**src/rtl/spi_target_frontend.sv**
```systemverilog
// SPI target byte engine: oversampled SCLK/CS/MOSI, 8-bit MSB-first frames, SCLK idle low, sample on falling edge.
// Optional MISO output-enable port and hold-in-idle behaviour under `SPI_TARGET_MISO_OE_EN.
module spi_target_frontend #(
  parameter int SYNC_STAGES = 2
) (
  input  logic       clk_i,
  input  logic       rst_i,
  input  logic [7:0] tx_data_i,
  input  logic       tx_valid_i,
  output logic       tx_ready_o,
  output logic [7:0] rx_data_o,
  output logic       rx_valid_o,
  output logic       underrun_o,
  output logic       abort_o,
  input  logic       spi_cs_i,
  input  logic       spi_clk_i,
  input  logic       spi_mosi_i,
  output logic       spi_miso_o
`ifdef SPI_TARGET_MISO_OE_EN
  ,
  output logic       spi_miso_oe_o
`endif
);

  typedef enum logic [1:0] {IDLE, SELECTED, SHIFT} state_t;

  state_t state, state_next;

  logic [SYNC_STAGES-1:0] sclk_sync, cs_sync, mosi_sync;
  logic sclk_p, cs_p;
  logic sclk_s, cs_s, mosi_s;
  logic rise, fall, cs_on, cs_off;

  logic [7:0] tx_shift, rx_shift, hold_data;
  logic       hold_full;
  logic [3:0] bit_cnt;

  logic do_load, do_shift_tx, do_sample, byte_done, do_abort;
  logic clear_rx, set_cnt, clr_cnt;

  // NOTE: every flop uses non-blocking assignment so all registers see pre-edge values.
  always_ff @(posedge clk_i or posedge rst_i) begin
    if (rst_i) begin
      sclk_sync <= '0;
      cs_sync   <= '0;
      mosi_sync <= '0;
      sclk_p    <= 1'b0;
      cs_p      <= 1'b0;
    end else begin
      sclk_sync <= {sclk_sync[SYNC_STAGES-2:0], spi_clk_i};
      cs_sync   <= {cs_sync[SYNC_STAGES-2:0], spi_cs_i};
      mosi_sync <= {mosi_sync[SYNC_STAGES-2:0], spi_mosi_i};
      sclk_p    <= sclk_sync[SYNC_STAGES-1];
      cs_p      <= cs_sync[SYNC_STAGES-1];
    end
  end

  assign sclk_s = sclk_sync[SYNC_STAGES-1];
  assign cs_s   = cs_sync[SYNC_STAGES-1];
  assign mosi_s = mosi_sync[SYNC_STAGES-1];
  assign rise   = sclk_s & ~sclk_p;
  assign fall   = ~sclk_s & sclk_p;
  assign cs_on  = cs_s & ~cs_p;
  assign cs_off = ~cs_s & cs_p;

  always_ff @(posedge clk_i or posedge rst_i) begin
    if (rst_i) state <= IDLE;
    else       state <= state_next;
  end

  // NOTE: every output of this block gets a default first so no latch is inferred.
  always_comb begin
    state_next  = state;
    do_load     = 1'b0;
    do_shift_tx = 1'b0;
    do_sample   = 1'b0;
    byte_done   = 1'b0;
    do_abort    = 1'b0;
    clear_rx    = 1'b0;
    set_cnt     = 1'b0;
    clr_cnt     = 1'b0;
    if (cs_off || !cs_s) begin
      // Deselect beats any SCLK edge seen in the same cycle.
      state_next = IDLE;
      clr_cnt    = 1'b1;
      do_abort   = (state != IDLE) && (bit_cnt != 4'd0) && (bit_cnt < 4'd8);
    end else begin
      case (state)
        IDLE: begin
          if (cs_on) begin
            do_load    = 1'b1;
            set_cnt    = 1'b1;
            clear_rx   = 1'b1;
            state_next = SELECTED;
          end
        end
        SELECTED: begin
          if (rise) state_next = SHIFT;
        end
        SHIFT: begin
          if (rise && bit_cnt < 4'd8) do_shift_tx = 1'b1;
          if (fall) begin
            do_sample = 1'b1;
            if (bit_cnt == 4'd1) begin
              byte_done  = 1'b1;
              do_load    = 1'b1;
              set_cnt    = 1'b1;
              state_next = SELECTED;
            end
          end
        end
        default: state_next = IDLE;
      endcase
    end
  end

  always_ff @(posedge clk_i or posedge rst_i) begin
    if (rst_i) begin
      tx_shift   <= 8'h00;
      rx_shift   <= 8'h00;
      hold_data  <= 8'h00;
      hold_full  <= 1'b0;
      bit_cnt    <= 4'd0;
      rx_data_o  <= 8'h00;
      rx_valid_o <= 1'b0;
      underrun_o <= 1'b0;
      abort_o    <= 1'b0;
    end else begin
      rx_valid_o <= 1'b0;
      underrun_o <= 1'b0;
      abort_o    <= do_abort;

      if (do_load) begin
        tx_shift   <= hold_full ? hold_data : 8'h00;
        hold_full  <= 1'b0;
        underrun_o <= ~hold_full;
      end else if (do_shift_tx) begin
        tx_shift <= {tx_shift[6:0], 1'b0};
      end

      // An accept coinciding with a load lands after the load, so it waits for the next boundary.
      if (tx_valid_i && !hold_full) begin
        hold_data <= tx_data_i;
        hold_full <= 1'b1;
      end

      if (clear_rx)       rx_shift <= 8'h00;
      else if (do_sample) rx_shift <= {rx_shift[6:0], mosi_s};

      if (clr_cnt)        bit_cnt <= 4'd0;
      else if (set_cnt)   bit_cnt <= 4'd8;
      else if (do_sample) bit_cnt <= bit_cnt - 4'd1;

      if (byte_done) begin
        rx_data_o  <= {rx_shift[6:0], mosi_s};
        rx_valid_o <= 1'b1;
      end
    end
  end

  assign tx_ready_o = ~hold_full;

`ifdef SPI_TARGET_MISO_OE_EN
  // tx_shift is frozen in IDLE, so MISO keeps its last bit while the pad is released.
  assign spi_miso_oe_o = (state != IDLE);
  assign spi_miso_o    = tx_shift[7];
`else
  assign spi_miso_o    = (state != IDLE) ? tx_shift[7] : 1'b0;
`endif

endmodule

```
**config.mk**
```make
export PLATFORM = sky130hd
export DESIGN_NAME = spi_target_frontend
export DESIGN_NICKNAME = d
export VERILOG_FILES = /design/src/rtl/spi_target_frontend.sv
export SDC_FILE = /design/constraint.sdc
export NUM_CORES = 1
export LEC_CHECK = 0
export ABC_AREA = 1
export BUFFER_PORTS_ARGS = -buffer_cell sky130_fd_sc_hd__buf_2
export CORE_MARGIN = 1
export CORE_UTILIZATION = 59
export CTS_BUF_LIST = sky130_fd_sc_hd__clkbuf_8
export DETAILED_ROUTE_END_ITERATION = 8
export GPL_TIMING_DRIVEN = 0
export PLACE_DENSITY = 0.91
export SLEW_MARGIN = 25
export SYNTH_ARGS = -nofsm -noshare
export SYNTH_HDL_FRONTEND = slang
export SYNTH_SLANG_ARGS = --single-unit
```
**constraint.sdc**
```tcl
create_clock -name clk_i -period 2.16 [get_ports clk_i]
set_clock_uncertainty 0.05 [all_clocks]
set_input_delay 0.432 -clock clk_i [delete_from_list [all_inputs] [get_ports clk_i]]
set_output_delay 0.432 -clock clk_i [all_outputs]
set_load 0.1 [all_outputs]
```
==> Word-level counts from Yosys, hierarchy flattened <==
Cells that the tools add are included.
{ "word_totals": {"output_inout_bits": 13, "rom_bits": 0, "word_cells": 84, "ram_bits": 0, "latch_bits": 0, "register_bits": 49, "in_bits": 14, "memories": 0} }
{ "op_classes": {"eq_ne": 7, "div": 0, "addsub": 1, "bitwise_logic": 9, "n_lt_le_gt_ge": 1, "n_shift": 0, "reduce_logical": 15, "muxes": 36, "multipliers": 0} }
{ "ops": {"columns": ["operator", "count"], "rows": [
  ["two-way mux 8 bit", 3],
  ["two-way mux 1 bit", 21],
  ["two-way mux 7 bit", 2],
  ["two-way mux 4 bit", 3],
  ["inequality test 3 bit (second input constant)", 4],
  ["two-way mux 2 bit", 5],
  ["nonzero test 2 bit", 4],
  ["one-hot mux 2 bit (3 select lines)", 1],
  ["NOT 1 bit", 5],
  ["AND 1 bit", 4],
  ["equality test 4 x 1 -> 1 bit (second input constant)", 1],
  ["logical AND 1 bit", 4],
  ["< comparator 4 bit (second input constant)", 1],
  ["AND reduction 4 bit", 1],
  ["nonzero test 4 bit", 1],
  ["subtractor 4 x 1 -> 4 bit (second input constant)", 1],
  ["nonzero test 3 bit", 1],
  ["equality test 2 x 1 -> 1 bit (second input constant)", 1],
  ["equality test 2 bit (second input constant)", 1],
  ["zero test 1 bit", 2],
  ["zero test 2 bit", 1],
  ["one-hot mux 1 bit (2 select lines)", 1],
  ["logical OR 1 bit", 1]
]} }

==> Logic depth before layout (Yosys ltp) <==
Gate-level depths: netlist of run 1.
{ "logic_depth": {"word_depth": 8, "mapped_depth": 9, "mapped_depth_nobuf": 9} }

==> Worst setup path before layout of run 1 <==
Ideal clock, no wire load.
{ "synth_path": {"kind": "register to output", "startpoint": "reg state[1]", "endpoint": "out spi_miso_o", "t_arrival_ns": 1.708, "path_buffers": 0, "stages_incl_launch_ff": 3, "slack_ns": -0.030, "required_ns": 1.678, "path_cell_list": "dfrtp_1 nor2_1 nor2_1"} }
{ "synth_via": {"elab_chain_cells": 2} }
{ "synth_lines": {"columns": ["element", "line", "rtl"], "rows": [
  ["start, declared", "27", "state_t state, state_next;"],
  ["start signal, assigned", "68", "else state <= state_next;"],
  ["nonzero test 2 bit", "168", "assign spi_miso_o = (state != IDLE) ? tx_shift[7] : 1'b0;"],
  ["two-way mux 1 bit", "168", null],
  ["end, declared", "18", "output logic spi_miso_o"]
]} }
Every way passes these cells.

==> Final worst setup path of run 1 <==
{ "layout_path": {"startpoint": "reg hold_full", "endpoint": "out tx_ready_o"} }
{ "layout_via": {"elab_chain_cells": 1} }
{ "layout_lines": {"columns": ["element", "line", "rtl"], "rows": [
  ["start, declared", "35", "logic hold_full;"],
  ["start signal, assigned", "122", "hold_full <= 1'b0;"],
  ["start signal, assigned", "135", "hold_full <= 1'b0;"],
  ["start signal, assigned", "144", "hold_full <= 1'b1;"],
  ["NOT 1 bit", "161", "assign tx_ready_o = ~hold_full;"],
  ["end, declared", "10", "output logic tx_ready_o,"]
]} }
Every way passes these cells.

==> results.yml, run 1 <==
run_status:
  status: "completed"
pwr:
  total_power_uw: 2180
  share_comb_of_total_power: 0.213
  leakage_uw: 0.00126
  ir_drop_v: 0.000677
  clkPwrFrac: 0.251
  switchingPower_uw: 700
  intPower_uw: 1480
  power.density_mw_per_mm2: 929
  seqPwrFrac: 0.536
  swShare: 0.321
floorplanning:
  start_util: 0.614
  core-area_mm2: 0.00334
  rows: 21
  die-area_mm2: 0.00371
  ios: 27
  dieHeight_um: 60.9
  die_x_um: 60.9
finish:
  seqCellArea_mm2: 0.00123
  drive_gt1_frac: 0.232
  area_growth_pct: 14.7
  fill_cells: 273
  n_antenna_cell: 0
  final_util: 0.704
  stdcell_count: 300
  nNetsFinal: 269
  multi_input_area_um2: 722
clocking:
  clk_path_buf_depth: 2
  cts_hold_buffers: 0
  h-tree-depth: 2
  clk_latency_ns: 0.31
  cts_tree: "yes"
  post_cts_resized: 0
  root_buffer: "clkbuf_8"
  clk_pin_slew_ns: 0.09
  cts_setup_buffers: 0
  cts.sinks: 49
  cts_buffers: 5
sta:
  fmax_ghz: 0.540
  max_slew_margin: 0.675
  period_needed_ns: 1.85
  setup_viol: 0
  drv_slew: 0
  final_hold_viol_count: 0
  rsz0062_at_grt: "no"
  worst_slew_pin_slew_ns: 0.487
  min_period_over_period: 0.858
  tns_ns: 0
  hold-worst-slack_ns: 0.0595
routing:
  via_count: 1581
  drt_iter0_drc: 70
  wire_per_inst_um: 12.9
  dr.pass1.iters: 4
  ant_nets: 0
  drc: 0
  routed_via_density: 5.27
  totalWireLength_mm: 3.87
critical_path:
  arrival_ns: 1.37
  worst-setup-path-type: "reg -> out"
  crit_fanout: 10
  required_ns: 1.68
  cp-start-kind: "flop"
  crit_path_end_kind: "primary output"
yosys:
  ys_seq_area_frac: 0.598
  synth_top_cell_by_area: "dfrtp_1"
  synth.avg_cell_area_um2: 9.36
  synthArstFlopShare: 1.00
  synthFlopType: "dfrtp_1"
  synth_cells: 219
  synth_nets: 235
  synth_warnings: 0
  yosysMostFrequentCell: "nand2_1"
  synth_area_mm2: 0.00205
  synth_top_area_share: 0.598
  yosys-top-cells-area: "dfrtp_1 60%, nand2_1 15%, mux2_2 4.4%, inv_1 3.8%, nand3_1 2.9%"
  yosysUniqueCellTypes: 21
  synth_edf_count: 0
  synth-seq-cells: 49
  synth_common_cells: "84 x nand2_1, 49 x dfrtp_1, 21 x inv_1"
job:
  drv_cap: 0
placed_design:
  dp_cells: 292
  place.gp.congestion: 0.800
  port_buffers: 26
  dp_hpwl_mm: 2.69
global_route:
  grt_pass1_wl_mm: 6.22
  grt_pass1_vias: 1427
  antenna_found_initial: 0
  grt_use_total: 0.239
  gr-total-overflow: 0
  grt_max_degree: 31
hold_path:
  hold_path.class: "in -> async"
-- registers in the layout, indices dropped and copies added, names as in the netlist, 4 cells and up --
| register | cells |
|---|---|
| hold_data | 8 |
| rx_data_o | 8 |
| tx_shift | 8 |
| rx_shift | 7 |
| bit_cnt | 4 |
-- worst max-delay path: stages, from the launching register on --
cell     delay, ns
dfrtp_1       0.36
buf_2         0.17
inv_1         0.10
buf_2         0.43
-- layer usage --
metal	up-vias	track usage	part of all wire
met3	10	0.0512	0.054
met2	51	0.369	0.50
li1	757	-	-
met4	0	0.140	0.023
met5	-	0	0
met1	763	0.313	0.42
-- final cells by class --
cell class                      count  area share
Timing Repair Buffer               27      0.0639
Multi-Input combinational cell    145       0.307
Clock buffer                        5      0.0293
Inverter                           22      0.0351
Tap cell                           46      0.0245
Clock inverter                      3     0.00905
Sequential cell                    49       0.522
Buffer                              3     0.00905
-- power groups by stage --
stage	clock network, uW	registers (uW)	logic [uW]
3_5_place_dp	0	1190	464
5_1_grt	588	1190	521
6_report	549	1170	464
4_1_cts	564	1170	468
2_1_floorplan	0	1170	370
3_3_place_gp	0	1180	441
-- final timing paths --
| kind | cells after the start | slack [ns] | endpoint | start |
|---|---|---|---|---|
| setup / recovery | 3 | 0.31 | tx_ready_o | hold_full$_DFFE_PP0P_ |
| hold / removal | 2 | 0.06 | hold_data[0]$_DFFE_PP0P_ | rst_i |
| setup reg to reg | 9 | 0.52 | rx_shift[1]$_DFFE_PP0P_ | bit_cnt[1]$_DFFE_PP0P_ |
| hold reg to reg | 0 | 0.31 | mosi_sync[1]$_DFF_PP0_ | mosi_sync[0]$_DFF_PP0_ |
| max in group asynchronous | 3 | 1.51 | rx_data_o[3]$_DFFE_PP0P_ | rst_i |
| min in group clk_i | 1 | 0.17 | mosi_sync[0]$_DFF_PP0_ | spi_mosi_i |
-- kinds of logic (layout without fill, tap and decap cells) --
group | count (synthesis) | in the layout | synth area share
AO/OA/AOI/OAI | 10 | 10 | 0.0287
AND/OR/NAND/NOR | 125 | 125 | 0.266
buffers and inverters | 25 | 60 | 0.0507
multiplexers | 8 | 8 | 0.0440
adder cells (fa/ha/maj) | 2 | 2 | 0.0122
flip-flops | 49 | 49 | 0.598
-- per-stage QoR --
| stage | worst slack (ns) | cell area (um^2) |
|---|---|---|
| final | 0.307 | 2350 |
| after global routing | 0.252 | 2350 |
| after CTS | 0.298 | 2350 |
| after detailed placement | 0.592 | 2260 |
| after global placement | -0.0453 | 2240 |
| after floorplan | 0.133 | 2050 |
-- layout by cell type, fill, tap and decap left out --
master and count:
clkinv_2 1, buf_6 1, nand4_1 7, ha_1 2, nand2_1 84, buf_2 28, o211ai_1 1, a2111oi_0 1
nand2_2 1, nor2_1 9, nand3_2 3, o21ai_0 4, dfrtp_1 49, a21oi_1 3, inv_2 2, nor3_1 2
inv_1 20, nand3_1 12, clkbuf_8 5, a21boi_1 1, nor2_2 6, clkinvlp_4 1, inv_6 1, mux2_2 8
nand2_4 1, buf_12 1
No activity file was read; power rests on OpenSTA's default activity.
==> run 2: changes to the inputs <==
--- a/config.mk
+++ b/config.mk
@@ -12,7 +12,7 @@
 export CTS_BUF_LIST = sky130_fd_sc_hd__clkbuf_8
 export DETAILED_ROUTE_END_ITERATION = 8
 export GPL_TIMING_DRIVEN = 0
-export PLACE_DENSITY = 0.91
+export PLACE_DENSITY = 0.83
 export SLEW_MARGIN = 25
 export SYNTH_ARGS = -nofsm -noshare
 export SYNTH_HDL_FRONTEND = slang
==> results.yml, run 2 (synthesized netlist as in run 1, its figures left out) <==
finish:
  postLayoutCellArea_mm2: 0.00235
  fill_cells: 288
  mostFrequentLayoutCells: "84 x nand2_1, 49 x dfrtp_1, 28 x buf_2"
  drive_gt1_frac: 0.232
  layout_commonest_cell: "nand2_1"
  area_growth_pct: 14.5
  top_regs: "hold_data: 8 flops, rx_data_o: 8 flops, tx_shift: 8 flops"
  n_antenna_cell: 0
  nNetsFinal: 269
  stdcell_count: 300
routing:
  routed_via_density: 5.00
  drc: 0
  totalWireLength_mm: 3.59
  drt_iter0_drc: 79
  ant_nets: 0
  dr.pass1.iters: 4
  wire_per_inst_um: 12.0
  via_count: 1499
critical_path:
  r2r_slack_ns: 0.56
  arrival_ns: 1.36
  cp-start-kind: "flop"
  reg2regPathDepth: 5
  crit_fanout: 5
  r2r-end: "tx_shift[0]$_DFFE_PP0P_"
  crit_path_end_kind: "primary output"
  worstReg2RegStart: "state[1]$_DFFE_PP0P_"
  required_ns: 1.68
  worst-setup-path-type: "reg -> out"
pwr:
  power.density_mw_per_mm2: 916
  leakage_uw: 0.00126
  ir_drop_v: 0.000846
sta:
  drv_slew: 0
  min_period_over_period: 0.853
  final_hold_viol_count: 0
  worst_slew_pin_slew_ns: 0.511
  setup_viol: 0
  rsz0062_at_grt: "no"
  fmax_ghz: 0.543
  max_slew_margin: 0.659
  fin_ws_ns: 0.317
  period_needed_ns: 1.84
global_route:
  gr-total-overflow: 0
  grt_use_total: 0.236
  grt_max_degree: 27
  grt_pass1_vias: 1348
  antenna_found_initial: 0
  grt_pass1_wl_mm: 6.02
  gr-usage-met1: 0.301
  grt-busiest-layer: "met2"
  grtUsageMet3: 0.0597
  use_met2: 0.366
placed_design:
  dp_hpwl_mm: 2.52
  dp_cells: 292
  port_buffers: 26
  place.gp.congestion: 0.842
  dp_slack_ns: 0.577
  placed_cell_area_mm2: 0.00226
clocking:
  cts_tree: "yes"
  clk_pin_slew_ns: 0.09
  cts_buffers: 5
  cts_hold_buffers: 0
  root_buffer: "clkbuf_8"
  clk_path_buf_depth: 2
  cts.sinks: 49
  post_cts_resized: 0
  cts_setup_buffers: 0
  clk_latency_ns: 0.30
  h-tree-depth: 2
floorplanning:
  rows: 21
  dieHeight_um: 60.9
  core-area_mm2: 0.00334
  ios: 27
  start_util: 0.614
  die-area_mm2: 0.00371
  die_x_um: 60.9
hold_path:
  hold_path.class: "in -> async"
run_status:
  status: "completed"
job:
  drv_cap: 0
==> run 2: changes by cell type in the layout (fill, tap and decap cells not counted) <==
cell	delta
clkinv_2	+1
inv_6	-1
==> run 2: worst max path at each step <==
stage / start / to / slack, ns / depth (start not counted)
after global placement: rst_i / rx_data_o[7]$_DFFE_PP0P_ / -0.05 / 2
after global routing: hold_full$_DFFE_PP0P_ / tx_ready_o / 0.26 / 3
after CTS: hold_full$_DFFE_PP0P_ / tx_ready_o / 0.31 / 3
after floorplan: hold_full$_DFFE_PP0P_ / hold_data[0]$_DFFE_PP0P_ / 0.13 / 4
final: state[1]$_DFFE_PP0P_ / spi_miso_o / 0.32 / 3
after detailed placement: bit_cnt[1]$_DFFE_PP0P_ / tx_shift[0]$_DFFE_PP0P_ / 0.58 / 9
==> run 2: final cells by class <==
type / count / area, um^2 / share of cell area
Tap cell: 46 / 57.6 / 0.0245
Buffer: 3 / 21.3 / 0.00907
Inverter: 22 / 82.6 / 0.0352
Multi-Input combinational cell: 145 / 722 / 0.308
Clock buffer: 5 / 68.8 / 0.0293
Timing Repair Buffer: 27 / 150 / 0.0640
Sequential cell: 49 / 1230 / 0.523
Clock inverter: 3 / 17.5 / 0.00747
==> run 2: critical path, cell delays in order, from the launching register on <==
cell,delay [ns]
dfrtp_1,0.43
nor2_1,0.12
nor2_2,0.08
buf_2,0.42
==> run 2: power by group <==
| group | internal (uW) | switching [uW] | total, uW |
|---|---|---|---|
| Clock | 223 | 296 | 520 |
| Sequential | 1080 | 85.7 | 1170 |
| Combinational | 172 | 290 | 462 |
==> run 2: per-layer routing <==
metal / vias to the layer above / wire length (um)
met1: 692 / 1650
met2: 38 / 1710
met5: - / 0
met4: 0 / 98
li1: 760 / -
met3: 9 / 132
==> run 2: metrics by stage <==
step,hold WS (ns),power [uW],setup TNS [ns],utilization
after floorplan,0.281,1540,0,-
after CTS,0.106,2170,0,0.703
after detailed placement,0.285,1650,0,0.677
final,0.0991,2150,0,0.703
after global placement,0.283,1620,-2.46,0.671
after global routing,0.139,2280,0,0.703
